### src/rtl/l2tlb_resp.sv
// L2-TLB responder for the L1 data TLB: answers fill requests, tracks L1
// residency in a direct-mapped table and evicts conflicting entries by snoop.

package l2tlb_resp_pkg;
    localparam int CORE_W = 4;

    typedef struct packed {
        logic [CORE_W-1:0] coreid;
        logic [63:0]       laddr;
    } I_l1tlbtol2tlb_req;

    typedef struct packed {
        logic [CORE_W-1:0] coreid;
        logic [10:0]       hpaddr;
        logic [2:0]        ppaddr;
        logic [2:0]        fault;
    } I_l2tlbtol1tlb_ack;

    typedef struct packed {
        logic [10:0] hpaddr;
    } I_l2tlbtol1tlb_snoop;

    typedef struct packed {
        logic [10:0] hpaddr;
    } I_l1tlbtol2tlb_sack;
endpackage

module l2tlb_resp
    import l2tlb_resp_pkg::*;
#(
    parameter int ENTRIES = 16,
    parameter int VA_W    = 32
) (
    input  logic                clk,
    input  logic                reset,
    input  logic                l1tlbtol2tlb_req_valid,
    output logic                l1tlbtol2tlb_req_retry,
    input  I_l1tlbtol2tlb_req   l1tlbtol2tlb_req,
    output logic                l2tlbtol1tlb_ack_valid,
    input  logic                l2tlbtol1tlb_ack_retry,
    output I_l2tlbtol1tlb_ack   l2tlbtol1tlb_ack,
    output logic                l2tlbtol1tlb_snoop_valid,
    input  logic                l2tlbtol1tlb_snoop_retry,
    output I_l2tlbtol1tlb_snoop l2tlbtol1tlb_snoop,
    input  logic                l1tlbtol2tlb_sack_valid,
    output logic                l1tlbtol2tlb_sack_retry,
    input  I_l1tlbtol2tlb_sack  l1tlbtol2tlb_sack
);

    localparam int IDX_W = $clog2(ENTRIES);
    localparam int TAG_W = 11 - IDX_W;

    typedef enum logic [1:0] {IDLE, SNOOP, WAIT_SACK, ACK} state_t;

    state_t                  state_q, state_d;
    logic [ENTRIES-1:0]      slot_valid_q;
    logic [TAG_W-1:0]        slot_tag_q [ENTRIES];
    logic [10:0]             cur_h_q, cur_h_d;
    logic [CORE_W-1:0]       cur_core_q, cur_core_d;
    I_l2tlbtol1tlb_ack       ack_q, ack_d;
    I_l2tlbtol1tlb_snoop     snoop_q, snoop_d;
    logic                    ack_valid_q, snoop_valid_q, req_retry_q;

    logic [10:0]             req_h;
    logic [IDX_W-1:0]        req_idx;
    logic [TAG_W-1:0]        req_tag;
    logic                    req_fault;
    logic                    inst_en;
    logic [IDX_W-1:0]        inst_idx;
    logic [TAG_W-1:0]        inst_tag;
    logic                    unused_laddr;

    assign req_h        = l1tlbtol2tlb_req.laddr[22:12];
    assign req_idx      = req_h[IDX_W-1:0];
    assign req_tag      = req_h[10:IDX_W];
    assign req_fault    = (l1tlbtol2tlb_req.laddr >> VA_W) != '0;
    assign unused_laddr = ^l1tlbtol2tlb_req.laddr;

    // Next-state, next payload and table-install decode
    always_comb begin
        state_d    = state_q;
        cur_h_d    = cur_h_q;
        cur_core_d = cur_core_q;
        ack_d      = ack_q;
        snoop_d    = snoop_q;
        inst_en    = 1'b0;
        inst_idx   = '0;
        inst_tag   = '0;
        case (state_q)
            IDLE: begin
                if (l1tlbtol2tlb_req_valid) begin
                    cur_h_d    = req_h;
                    cur_core_d = l1tlbtol2tlb_req.coreid;
                    if (req_fault) begin
                        ack_d.coreid = l1tlbtol2tlb_req.coreid;
                        ack_d.hpaddr = '0;
                        ack_d.ppaddr = '0;
                        ack_d.fault  = 3'b001;
                        state_d      = ACK;
                    end else if (slot_valid_q[req_idx] &&
                                 slot_tag_q[req_idx] != req_tag) begin
                        snoop_d.hpaddr = {slot_tag_q[req_idx], req_idx};
                        state_d        = SNOOP;
                    end else begin
                        // Hit and empty slot both ack directly; installing
                        // on a hit rewrites the same tag, so it is harmless.
                        inst_en      = 1'b1;
                        inst_idx     = req_idx;
                        inst_tag     = req_tag;
                        ack_d.coreid = l1tlbtol2tlb_req.coreid;
                        ack_d.hpaddr = req_h;
                        ack_d.ppaddr = req_h[2:0];
                        ack_d.fault  = '0;
                        state_d      = ACK;
                    end
                end
            end
            SNOOP: begin
                if (!l2tlbtol1tlb_snoop_retry)
                    state_d = WAIT_SACK;
            end
            WAIT_SACK: begin
                if (l1tlbtol2tlb_sack_valid &&
                    l1tlbtol2tlb_sack.hpaddr == snoop_q.hpaddr) begin
                    inst_en      = 1'b1;
                    inst_idx     = cur_h_q[IDX_W-1:0];
                    inst_tag     = cur_h_q[10:IDX_W];
                    ack_d.coreid = cur_core_q;
                    ack_d.hpaddr = cur_h_q;
                    ack_d.ppaddr = cur_h_q[2:0];
                    ack_d.fault  = '0;
                    state_d      = ACK;
                end
            end
            ACK: begin
                if (!l2tlbtol1tlb_ack_retry)
                    state_d = IDLE;
            end
            default: state_d = IDLE;
        endcase
    end

    // State, registered outputs and slot valid bits
    always_ff @(posedge clk or negedge reset) begin
        if (!reset) begin
            state_q       <= IDLE;
            slot_valid_q  <= '0;
            cur_h_q       <= '0;
            cur_core_q    <= '0;
            ack_q         <= '0;
            snoop_q       <= '0;
            ack_valid_q   <= 1'b0;
            snoop_valid_q <= 1'b0;
            req_retry_q   <= 1'b1;
        end else begin
            state_q       <= state_d;
            cur_h_q       <= cur_h_d;
            cur_core_q    <= cur_core_d;
            ack_q         <= ack_d;
            snoop_q       <= snoop_d;
            ack_valid_q   <= (state_d == ACK);
            snoop_valid_q <= (state_d == SNOOP);
            req_retry_q   <= (state_d != IDLE);
            if (inst_en)
                slot_valid_q[inst_idx] <= 1'b1;
        end
    end

    // Slot tags need no reset; they are qualified by the valid bits
    always_ff @(posedge clk) begin
        if (inst_en)
            slot_tag_q[inst_idx] <= inst_tag;
    end

    assign l1tlbtol2tlb_req_retry   = req_retry_q;
    assign l2tlbtol1tlb_ack_valid   = ack_valid_q;
    assign l2tlbtol1tlb_ack         = ack_q;
    assign l2tlbtol1tlb_snoop_valid = snoop_valid_q;
    assign l2tlbtol1tlb_snoop       = snoop_q;
    assign l1tlbtol2tlb_sack_retry  = 1'b0;

endmodule

### config.mk
export PLATFORM = sky130hd
export DESIGN_NAME = l2tlb_resp
export DESIGN_NICKNAME = d
export VERILOG_FILES = /design/src/rtl/l2tlb_resp.sv
export SDC_FILE = /design/constraint.sdc
export NUM_CORES = 1
export LEC_CHECK = 0
export CELL_PAD_IN_SITES_DETAIL_PLACEMENT = 1
export CELL_PAD_IN_SITES_GLOBAL_PLACEMENT = 1
export CORE_MARGIN = 5
export CORE_UTILIZATION = 40
export CTS_BUF_LIST = sky130_fd_sc_hd__clkbuf_2 sky130_fd_sc_hd__clkbuf_4 sky130_fd_sc_hd__clkbuf_8
export CTS_CLUSTER_SIZE = 10
export DETAILED_ROUTE_END_ITERATION = 8
export DONT_BUFFER_PORTS = 1
export PLACE_DENSITY = 0.65
export SLEW_MARGIN = 20
export SYNTH_ARGS = -nofsm -noshare
export SYNTH_HDL_FRONTEND = slang
export SYNTH_SLANG_ARGS = --single-unit
### constraint.sdc
create_clock -name clk -period 3.23 [get_ports clk]
set_input_delay 0.969 -clock clk [delete_from_list [all_inputs] [get_ports clk]]
set_output_delay 0.969 -clock clk [all_outputs]
set_load 0.05 [all_outputs]
# --- After elaboration in Yosys (flattened, before gate mapping) ---
# Memory sizes are Yosys's and may differ from the RTL's.
# Index checks and enable logic that the tools add are counted.
word_totals:
  regBits: 68
  ram_bits: 112
  out_inout_bits: 36
  memories: 1
mem_list:
  columns: ["memory", "words", "word_bits", "rd", "rd_ports_with_merged_regs", "write_ports", "line", "rtl"]
  rows:
  - ["slot_tag_q", 16, 7, 1, 0, 1, "57", "logic [TAG_W-1:0] slot_tag_q [ENTRIES];"]
op_classes:
  n_lt_le_gt_ge: 3
  eq_ne: 10
  muxes: 33
  bitwise: 2
  reduce_logical: 10
op_table:
  columns: ["cell", "count"]
  rows:
  - ["$mux 21", 4]
  - ["$reduce_bool 64->1", 1]
  - ["$pmux 21 s2", 1]
  - ["$mux 7", 4]
  - ["$mux 4", 4]
  - ["$or 16x16->16", 1]
  - ["$pmux 7 s2", 1]
  - ["$mux 2", 6]
  - ["$eq 11x11->1", 1]
  - ["$lt 4x5->1 const B", 2]
  - ["$mux 1", 8]
  - ["$pmux 2 s4", 1]
  - ["$pmux 4 s2", 1]
  - ["$reduce_and 4->1", 2]
  - ["$ne 7x7->1", 1]
  - ["$eq 2x2->1 const B", 3]
  - ["$bmux 1 s4", 1]
  - ["$demux 1 s4", 1]
  - ["$eq 2x1->1 const B", 2]
  - ["$ge 4x1->1 const B", 1]
  - ["$ne 2x2->1 const B", 2]
  - ["$reduce_bool 2->1", 2]
  - ["$logic_and 1x1->1", 3]
  - ["$ne 3x3->1 const B", 1]
  - ["4 further kinds", 4]

# --- Longest topological paths before layout ---
# Gate-level depths: netlist (run 1).
depth:
  word_depth: 12
  mapped_depth: 13

# --- Worst setup path before layout (run 1) ---
# No wires, ideal clock.
synth_timing:
  kind: "input-to-reg"
  from: "input l1tlbtol2tlb_req[12] in the netlist's numbering"
  to: "memory slot_tag_q[8][0] in the netlist's numbering, enable pin"
  arrival_ps: 3848
  t_required_ps: 2840
  slack_ps: -1008
  path_stages: 10
  path_buffers: 1
  path_cell_list: "buf_6 -> mux4_1 -> mux2i_1 -> mux2_4 -> xor2_2 -> o2111ai_2 -> o31a_4 -> nor2_4 -> mux2i_1 -> nor4_1"
synth_via:
  elab_chain_len: 9
synth_lines:
  columns: ["element", "line", "rtl"]
  rows:
  - ["from (decl)", "38", "input I_l1tlbtol2tlb_req l1tlbtol2tlb_req,"]
  - ["$mem_v2 16x7 / $bmux 1 s4 (equally long branches)", null, null]
  - ["$ne 7x7->1 / $mux 1 (equally long branches)", "101, 100", null]
  - ["$logic_and 1x1->1", "100", "end else if (slot_valid_q[req_idx] &&"]
  - ["$mux 1", "100", null]
  - ["$mux 1", "94", "if (req_fault) begin"]
  - ["$mux 1", "91", "if (l1tlbtol2tlb_req_valid) begin"]
  - ["$pmux 1 s2", "89", "case (state_q)"]
  - ["$mux 1", "171", "if (inst_en)"]
  - ["$mux 1 (not written as such)", "172", "slot_tag_q[inst_idx] <= inst_tag;"]
  - ["to (decl)", "57", null]
# Parallel ways exist; a longest one is shown, timed or not. The select of a mux whose other input is x is not followed.

# --- Worst setup path in the final report (run 1) ---
layout_timing:
  from: "input l1tlbtol2tlb_req[12] in the netlist's numbering"
  to: "memory slot_tag_q[4][3] in the netlist's numbering, enable pin"
# Same word-level chain as after synthesis.

==> results of run 1 <==
cell type report:
| class | instances | share of cell area |
|---|---|---|
| clock inverters | 15 | 0.0165 |
| repair buffers | 97 | 0.0989 |
| clock buffers | 17 | 0.0240 |
| well taps | 265 | 0.0340 |
| inverters | 12 | 0.00500 |
| multi-input cells | 330 | 0.315 |
| flip-flops and latches | 175 | 0.507 |
worst max-delay path, stage by stage:
cell                        delay (ps)
sky130_fd_sc_hd__mux4_2            500
sky130_fd_sc_hd__mux2i_1           220
sky130_fd_sc_hd__mux2_4            230
sky130_fd_sc_hd__xor2_2            140
sky130_fd_sc_hd__o2111ai_2         150
sky130_fd_sc_hd__o31a_4            350
sky130_fd_sc_hd__buf_4             160
sky130_fd_sc_hd__o41ai_4           320
sky130_fd_sc_hd__nand2_4           170
sky130_fd_sc_hd__nor3_4            180
sky130_fd_sc_hd__buf_12            150
logic make-up after synthesis:
| family | after synthesis |
|---|---|
| simple gates | 130 |
| flops | 175 |
| xor+xnor | 14 |
| buf+inv | 42 |
| mux | 89 |
| other cells | 1 |
| compound gates | 92 |
power breakdown:
group | leakage (nW) | switching [mW] | internal [mW]
clock | 0.201 | 0.911 | 0.584
combinational | 1.67 | 0.331 | 0.371
sequential | 2.10 | 0.577 | 2.54
path summary, 6_finish.rpt:
check                                                   end  slack (ps)  cells after the start
min in group clk                slot_valid_q[6]$_DFFE_PN0P_         480                      1
min                               cur_core_q[3]$_DFFE_PN0P_         190                      0
max reg2reg                      slot_tag_q[4][3]$_DFFE_PP_           0                     11
max in group asynchronous  l1tlbtol2tlb_req_retry$_DFF_PN1_        2860                      0
min reg2reg                     slot_valid_q[6]$_DFFE_PN0P_         480                      1
max                              slot_tag_q[4][3]$_DFFE_PP_        -160                     11
cells in the mapped netlist (all sizes together) (3+ instances only):
cell type / n
a21o: 4
a21oi: 12
a22o: 7
a22oi: 18
a31o: 3
buf: 21
clkbuf: 9
dfrtp: 62
edfxtp: 112
inv: 12
mux2: 33
mux2i: 42
mux4: 14
nand2: 54
nand3: 16
nand4: 8
nor2: 18
nor2b: 3
nor3: 10
nor4: 12
o21a: 3
o21ai: 8
o21bai: 12
o31ai: 5
o41ai: 4
xnor2: 11
xor2: 3
sequential cells by signal (all words and copies together) (netlist names):
name / flops
cur_core_q: 4
cur_h_q: 11
state_q: 2
slot_valid_q: 16
slot_tag_q: 112
l2tlbtol1tlb_ack: 16
l2tlbtol1tlb_snoop_valid: 1
l2tlbtol1tlb_snoop: 11
l2tlbtol1tlb_ack_valid: 1
l1tlbtol2tlb_req_retry: 1
cell usage in the layout (no fill, tap or decap), drive strengths merged, types with 10 or more instances in the layout:
| cell type | instances |
|---|---|
| nor3 | 10 |
| o21bai | 12 |
| nand3 | 16 |
| edfxtp | 112 |
| mux2i | 42 |
| a21oi | 12 |
| xnor2 | 11 |
| nand2 | 54 |
| clkbuf | 17 |
| mux2 | 33 |
| mux4 | 14 |
| nor2 | 18 |
| dfrtp | 62 |
| nor4 | 12 |
| a22oi | 18 |
| inv | 20 |
| buf | 97 |
layer usage:
metal | share of wire | track usage
met1 | 0.43 | 0.258
met2 | 0.52 | 0.326
met3 | 0.039 | 0.0448
met4 | 0.011 | 0.0444
met5 | 0 | 0
through the flow:
| stage | setup slack (ps) | hold WS (ps) | std cells | util |
|---|---|---|---|---|
| after floorplan | -522 | 426 | 545 | - |
| after global placement | -713 | 448 | 868 | 0.467 |
| after detailed placement | -873 | 461 | 868 | 0.467 |
| after CTS | -86.3 | 154 | 905 | 0.499 |
| after global routing | -160 | 133 | 911 | 0.504 |
| final | -156 | 189 | 911 | 0.504 |
repair_timing:
action / in CTS / in global routing
buffers inserted: 7 / 9
pin swaps: 10 / 7
resized for setup: 29 / 16
endpoints found under the setup margin: 255 / 153
cloned: 0 / 2
==> impl_summary.log, run 1 <==
INFO  metric run_status = finished, violations left
INFO  metric multiInputGateArea = 3070 sq um
INFO  metric gate_count_after_technology_mapping = between 500 and 600
INFO  metric layout_stage_area_growth_over_the_synthesis_result = 25.1%
INFO  metric timing.critical_path.fanout_max = 56
INFO  metric die_h = roughly 150 microns
INFO  metric tritoncts_num_sinks = 175
INFO  metric floorplan.initialDensity = 0.403
INFO  metric cts_max_path_buffers = 2
INFO  metric detail_route.vias_per_cell = between 5 and 6
INFO  metric final_critical_path_setup_slack = -156 ps
INFO  metric relSlewSlack = 0.324
INFO  metric path_clk_slew = approximately 100 ps
INFO  metric n_fill_cell = 1,908
INFO  metric synth_async_sr_flop_share = 0.360
INFO  metric nNetsFinal = 718
INFO  metric timing.final.crit_share = 1.05
INFO  metric vdd.ir_drop.worst = ~0.33 mV
INFO  metric cts_tree = yes
INFO  metric totalNegativeSetupSlack = -11,540 ps
INFO  metric p_leak = between 3 and 4 nW
INFO  metric timing_hold_violations_final = 0
INFO  metric fin_worst_skew = 12.4 ps
INFO  metric vias = 5,045
INFO  metric ys_top_cells_by_area = sky130_fd_sc_hd__edfxtp_1 43%, sky130_fd_sc_hd__dfrtp_1 20%, sky130_fd_sc_hd__mux2i_1 5.4%
INFO  metric clock.fmax = 0.295 GHz
INFO  metric synthMuxAreaShare = 0.148
INFO  metric cts_buffers = 17
INFO  metric insertedDiodeCount = 0
INFO  metric drc = 0
INFO  metric synth_cell_type_count = 58
INFO  metric final_layout_size_suffix_gt1_frac = 0.376
INFO  metric fp.dieW = 150 microns
INFO  metric cts_root_buf = sky130_fd_sc_hd__clkbuf_8
INFO  metric crit_path_start = l1tlbtol2tlb_req[12]
INFO  metric dr.pass1.iters = 5
INFO  metric ctsHtreeMaxLevel = 4
INFO  metric first_global_vias = 5,560
INFO  metric ports_placed_on_the_boundary = roughly 120
INFO  metric synth.yosys.seq_area_share = 0.634
INFO  metric total_chip_power = about 5.3 mW
INFO  metric critPathLaunchType = input port
INFO  metric dieArea = roughly 22,000 sq um
INFO  metric post_synth_fa_ha_maj_area_fraction = 0
INFO  metric synth-simple-area-share = 0.0791
INFO  metric antenna_found_initial = 0
INFO  metric grt_pass1_wl = 32,500 microns
INFO  metric layout.area.seq = just under 5000 sq um
INFO  metric synthXorXnorAreaFrac = 0.0167
INFO  metric category_of_the_worst_setup_path_capture_point = flop
INFO  metric r2r_start = slot_tag_q[6][6]$_DFFE_PP_
INFO  metric synth_compound_area_frac = 0.0901
INFO  metric place_congestion = between 0.7 and 0.8
INFO  metric worst-endpoint-required = between 3000 and 4000 ps
INFO  metric synth-main-ff-cell = sky130_fd_sc_hd__edfxtp_1
INFO  metric post_layout_min_period = between 3000 and 4000 ps
INFO  metric synthesized_area_per_cell = approximately 14 sq um
INFO  metric port-buffer-count = 0
INFO  metric endpoints_failing_setup = around 120
INFO  metric rsz0062_at_grt = true
INFO  metric wire_per_inst = 23.7 microns
INFO  metric pwr_density_cell = 545 nW/um^2
INFO  metric placeableCoreArea = just under 20,000 sq um
INFO  metric violations = setup timing
INFO  metric dominant_combinational_cell_family_by_area_after_synthesis = multiplexers
INFO  metric final_area = slightly below 10,000 sq um
INFO  metric synth.yosys.warnings = 0
INFO  metric postRouteAntennaNets = 0
INFO  metric postSynthRegisterBits = ~180
INFO  metric pin_count_of_the_biggest_net_entering_global_routing = between 60 and 70
INFO  metric wirelength = roughly 22,000 microns
INFO  metric arrival = between 3000 and 4000 ps
INFO  metric detailed_place.area = 9030 sq um
INFO  metric netlist.area_leader.share = 0.432
INFO  metric synth_area_leader_cell = sky130_fd_sc_hd__edfxtp_1
INFO  metric report.final.slew_viol_count = 0
INFO  metric drt-initial-drc-count = between 200 and 300
INFO  metric critPathKind = input port to flop
INFO  metric grt_overflow_total = 0
INFO  metric synth-edff-count = roughly 110
INFO  metric dp.final_hpwl = ~15,000 microns
INFO  metric drv.max_cap_violation_count = 0
INFO  metric floorplan.rows = a little over 50
INFO  metric track_usage = 0.194
INFO  metric pin_slew_with_the_least_headroom_to_its_limit = between 1000 and 1500 ps
INFO  metric cts_hold_buf = 0
INFO  metric synthesis.area = roughly 7800 sq um
INFO  metric clk-insertion-delay-late = around 460 ps
INFO  metric worst_hold_path_type = input port to async pin
No activity file was read; power rests on OpenSTA's default activity.
==> run 2, diff against run 1 <==
- RECOVER_POWER: not set -> 25
==> impl_summary.log, run 2 (synthesis results as in run 1) <==
INFO  metric run_status = finished, violations left
INFO  metric violations = setup timing
INFO  metric r2r-end = slot_tag_q[4][3]$_DFFE_PP_
INFO  metric grtUsageMet3 = 0.0448
INFO  metric placeableCoreArea = just under 20,000 sq um
INFO  metric grt_overflow_total = 0
INFO  metric postLayoutCoreUtil = 0.504
INFO  metric layout_stage_area_growth_over_the_synthesis_result = 25.1%
INFO  metric post_layout_min_period = about 3400 ps
INFO  metric mostFrequentLayoutCells = 112 x sky130_fd_sc_hd__edfxtp_1, 76 x sky130_fd_sc_hd__buf_4, 62 x sky130_fd_sc_hd__dfrtp_1, 51 x sky130_fd_sc_hd__nand2_1, 38 x sky130_fd_sc_hd__mux2i_1
INFO  metric rsz0062_at_grt = true
INFO  metric timing.final.crit_share = 1.05
INFO  metric critPathLaunchType = input port
INFO  metric die_h = around 150 microns
INFO  metric cts_hold_buf = 0
INFO  metric p_leak = roughly 4 nW
INFO  metric ports_placed_on_the_boundary = between 100 and 150
INFO  metric port-buffer-count = 0
INFO  metric global_route.usage.met2 = 0.326
INFO  metric timing_hold_violations_final = 0
INFO  metric floorplan.initialDensity = 0.403
INFO  metric arrival = between 3000 and 4000 ps
INFO  metric cts_tree = yes
INFO  metric detailed_place.area = roughly 9000 sq um
INFO  metric insertedDiodeCount = 0
INFO  metric dr.pass1.iters = 5
INFO  metric postRouteAntennaNets = 0
INFO  metric dpl_worst_slack = -873 ps
INFO  metric detail_route.vias_per_cell = between 5 and 6
INFO  metric place_congestion = between 0.7 and 0.8
INFO  metric timing.critical_path.fanout_max = 56
INFO  metric clk-insertion-delay-late = ~460 ps
INFO  metric drv.max_cap_violation_count = 0
INFO  metric drt-initial-drc-count = between 200 and 300
INFO  metric nNetsFinal = approximately 700
INFO  metric pin_count_of_the_biggest_net_entering_global_routing = 64
INFO  metric fin_worst_skew = about 12 ps
INFO  metric pwr_density_cell = 545 nW/um^2
INFO  metric wire_per_inst = around 24 microns
INFO  metric worst-endpoint-required = approximately 3400 ps
INFO  metric vias = slightly above 5k
INFO  metric floorplan.rows = just over 50
INFO  metric cts_buffers = 17
INFO  metric vdd.ir_drop.worst = between 0.3 and 0.4 mV
INFO  metric pin_slew_with_the_least_headroom_to_its_limit = roughly 1100 ps
INFO  metric path_clk_slew = around 100 ps
INFO  metric cts_max_path_buffers = 2
INFO  metric cts_root_buf = sky130_fd_sc_hd__clkbuf_8
INFO  metric clock.fmax = 0.295 GHz
INFO  metric first_global_vias = 5,560
INFO  metric final_area = approximately 10000 sq um
INFO  metric worstRegToRegCells = 11
INFO  metric worst_hold_path_type = input port to async pin
INFO  metric final_layout_size_suffix_gt1_frac = 0.375
INFO  metric dp.final_hpwl = approximately 15,000 microns
INFO  metric reg2reg_setup_slack = 0 ps
INFO  metric grt_use_met1 = 0.258
INFO  metric dieArea = 22,400 sq um
INFO  metric drc = 0
INFO  metric r2r_start = slot_tag_q[6][6]$_DFFE_PP_
INFO  metric ctsHtreeMaxLevel = 4
INFO  metric antenna_found_initial = 0
INFO  metric relSlewSlack = 0.267
INFO  metric track_usage = 0.194
INFO  metric fp.dieW = between 100 and 150 microns
INFO  metric gr-max-usage-layer = met2
INFO  metric register_containing_the_most_flip_flops_in_the_final_layout = slot_tag_q
INFO  metric layout_commonest_cell = sky130_fd_sc_hd__edfxtp_1
INFO  metric largest_register_ffs = about 110
INFO  metric category_of_the_worst_setup_path_capture_point = flop
INFO  metric critPathKind = input port to flop
INFO  metric final_critical_path_setup_slack = -156 ps
INFO  metric report.final.slew_viol_count = 0
INFO  metric grt_pass1_wl = roughly 32,000 microns
INFO  metric wirelength = between 20,000 and 25,000 microns
INFO  metric endpoints_failing_setup = about 120
INFO  metric tritoncts_num_sinks = 175
INFO  metric n_fill_cell = between 1.5k and 2k
[run 2: cell types whose count changed in the layout (fill, tap and decap cells not counted), sizes merged]
cell    delta
buf        -1
clkbuf     +1
[run 2: routing by layer]
metal  routed length [microns]  up-vias  share of wire
met2                     11200       89           0.52
li1                          -     2257              -
met4                       244        0          0.011
met1                      9350     2681           0.43
met5                         0        -              0
met3                       844       20          0.039
[run 2: cell type report]
cell class	count	area, sq um	area share
Timing Repair Buffer	97	961	0.0986
Tap cell	265	332	0.0340
Multi-Input combinational cell	330	3070	0.315
Inverter	12	48.8	0.00501
Clock buffer	17	234	0.0240
Clock inverter	15	161	0.0166
Sequential cell	175	4940	0.507
[run 2: critical path, cell delays in order]
cell                        delay (ps)
sky130_fd_sc_hd__mux4_2            500
sky130_fd_sc_hd__mux2i_1           220
sky130_fd_sc_hd__mux2_4            230
sky130_fd_sc_hd__xor2_2            140
sky130_fd_sc_hd__o2111ai_2         150
sky130_fd_sc_hd__o31a_4            350
sky130_fd_sc_hd__buf_4             160
sky130_fd_sc_hd__o41ai_4           320
sky130_fd_sc_hd__nand2_4           170
sky130_fd_sc_hd__nor3_4            180
sky130_fd_sc_hd__buf_12            150
[run 2: what timing repair did]
action                                  CTS  global route
cloned                                    0             2
setup buffers                             7             9
pin swaps                                10             7
gates resized for setup                  29            16
endpoints found under the setup margin  255           153
[run 2: how the worst max path moves through the flow]
stage | start | end | slack, ps
floorplan | l1tlbtol2tlb_req[12] | slot_tag_q[8][0]$_DFFE_PP_ | -520
global placement | l1tlbtol2tlb_req[12] | slot_tag_q[8][4]$_DFFE_PP_ | -710
detailed placement | l1tlbtol2tlb_req[12] | slot_tag_q[14][1]$_DFFE_PP_ | -870
CTS | l1tlbtol2tlb_req[12] | slot_tag_q[10][3]$_DFFE_PP_ | -90
global route | l1tlbtol2tlb_req[12] | slot_tag_q[8][0]$_DFFE_PP_ | -160
finish | l1tlbtol2tlb_req[12] | slot_tag_q[4][3]$_DFFE_PP_ | -160
[run 2: report_power, final]
group	internal [mW]	switching, mW
combinational	0.370	0.331
sequential	2.54	0.578
clock	0.584	0.910
total	3.50	1.82
[run 2: per-stage QoR]
| step | hold slack, ps | std cells | TNS, ps | total power, mW |
|---|---|---|---|---|
| after floorplan | 426 | 545 | -85770 | 3.66 |
| after CTS | 154 | 905 | -3870 | 5.35 |
| after global placement | 448 | 868 | -141480 | 3.78 |
| final | 189 | 911 | -11560 | 5.31 |
| after detailed placement | 461 | 868 | -175480 | 3.83 |
| after global routing | 133 | 911 | -11620 | 5.55 |
==> run 3, diff against run 2 <==
- ABC_AREA: not set -> 0
==> results of run 3 <==
Same layout as run 2: the final DEF is identical, and so are final timing and power.
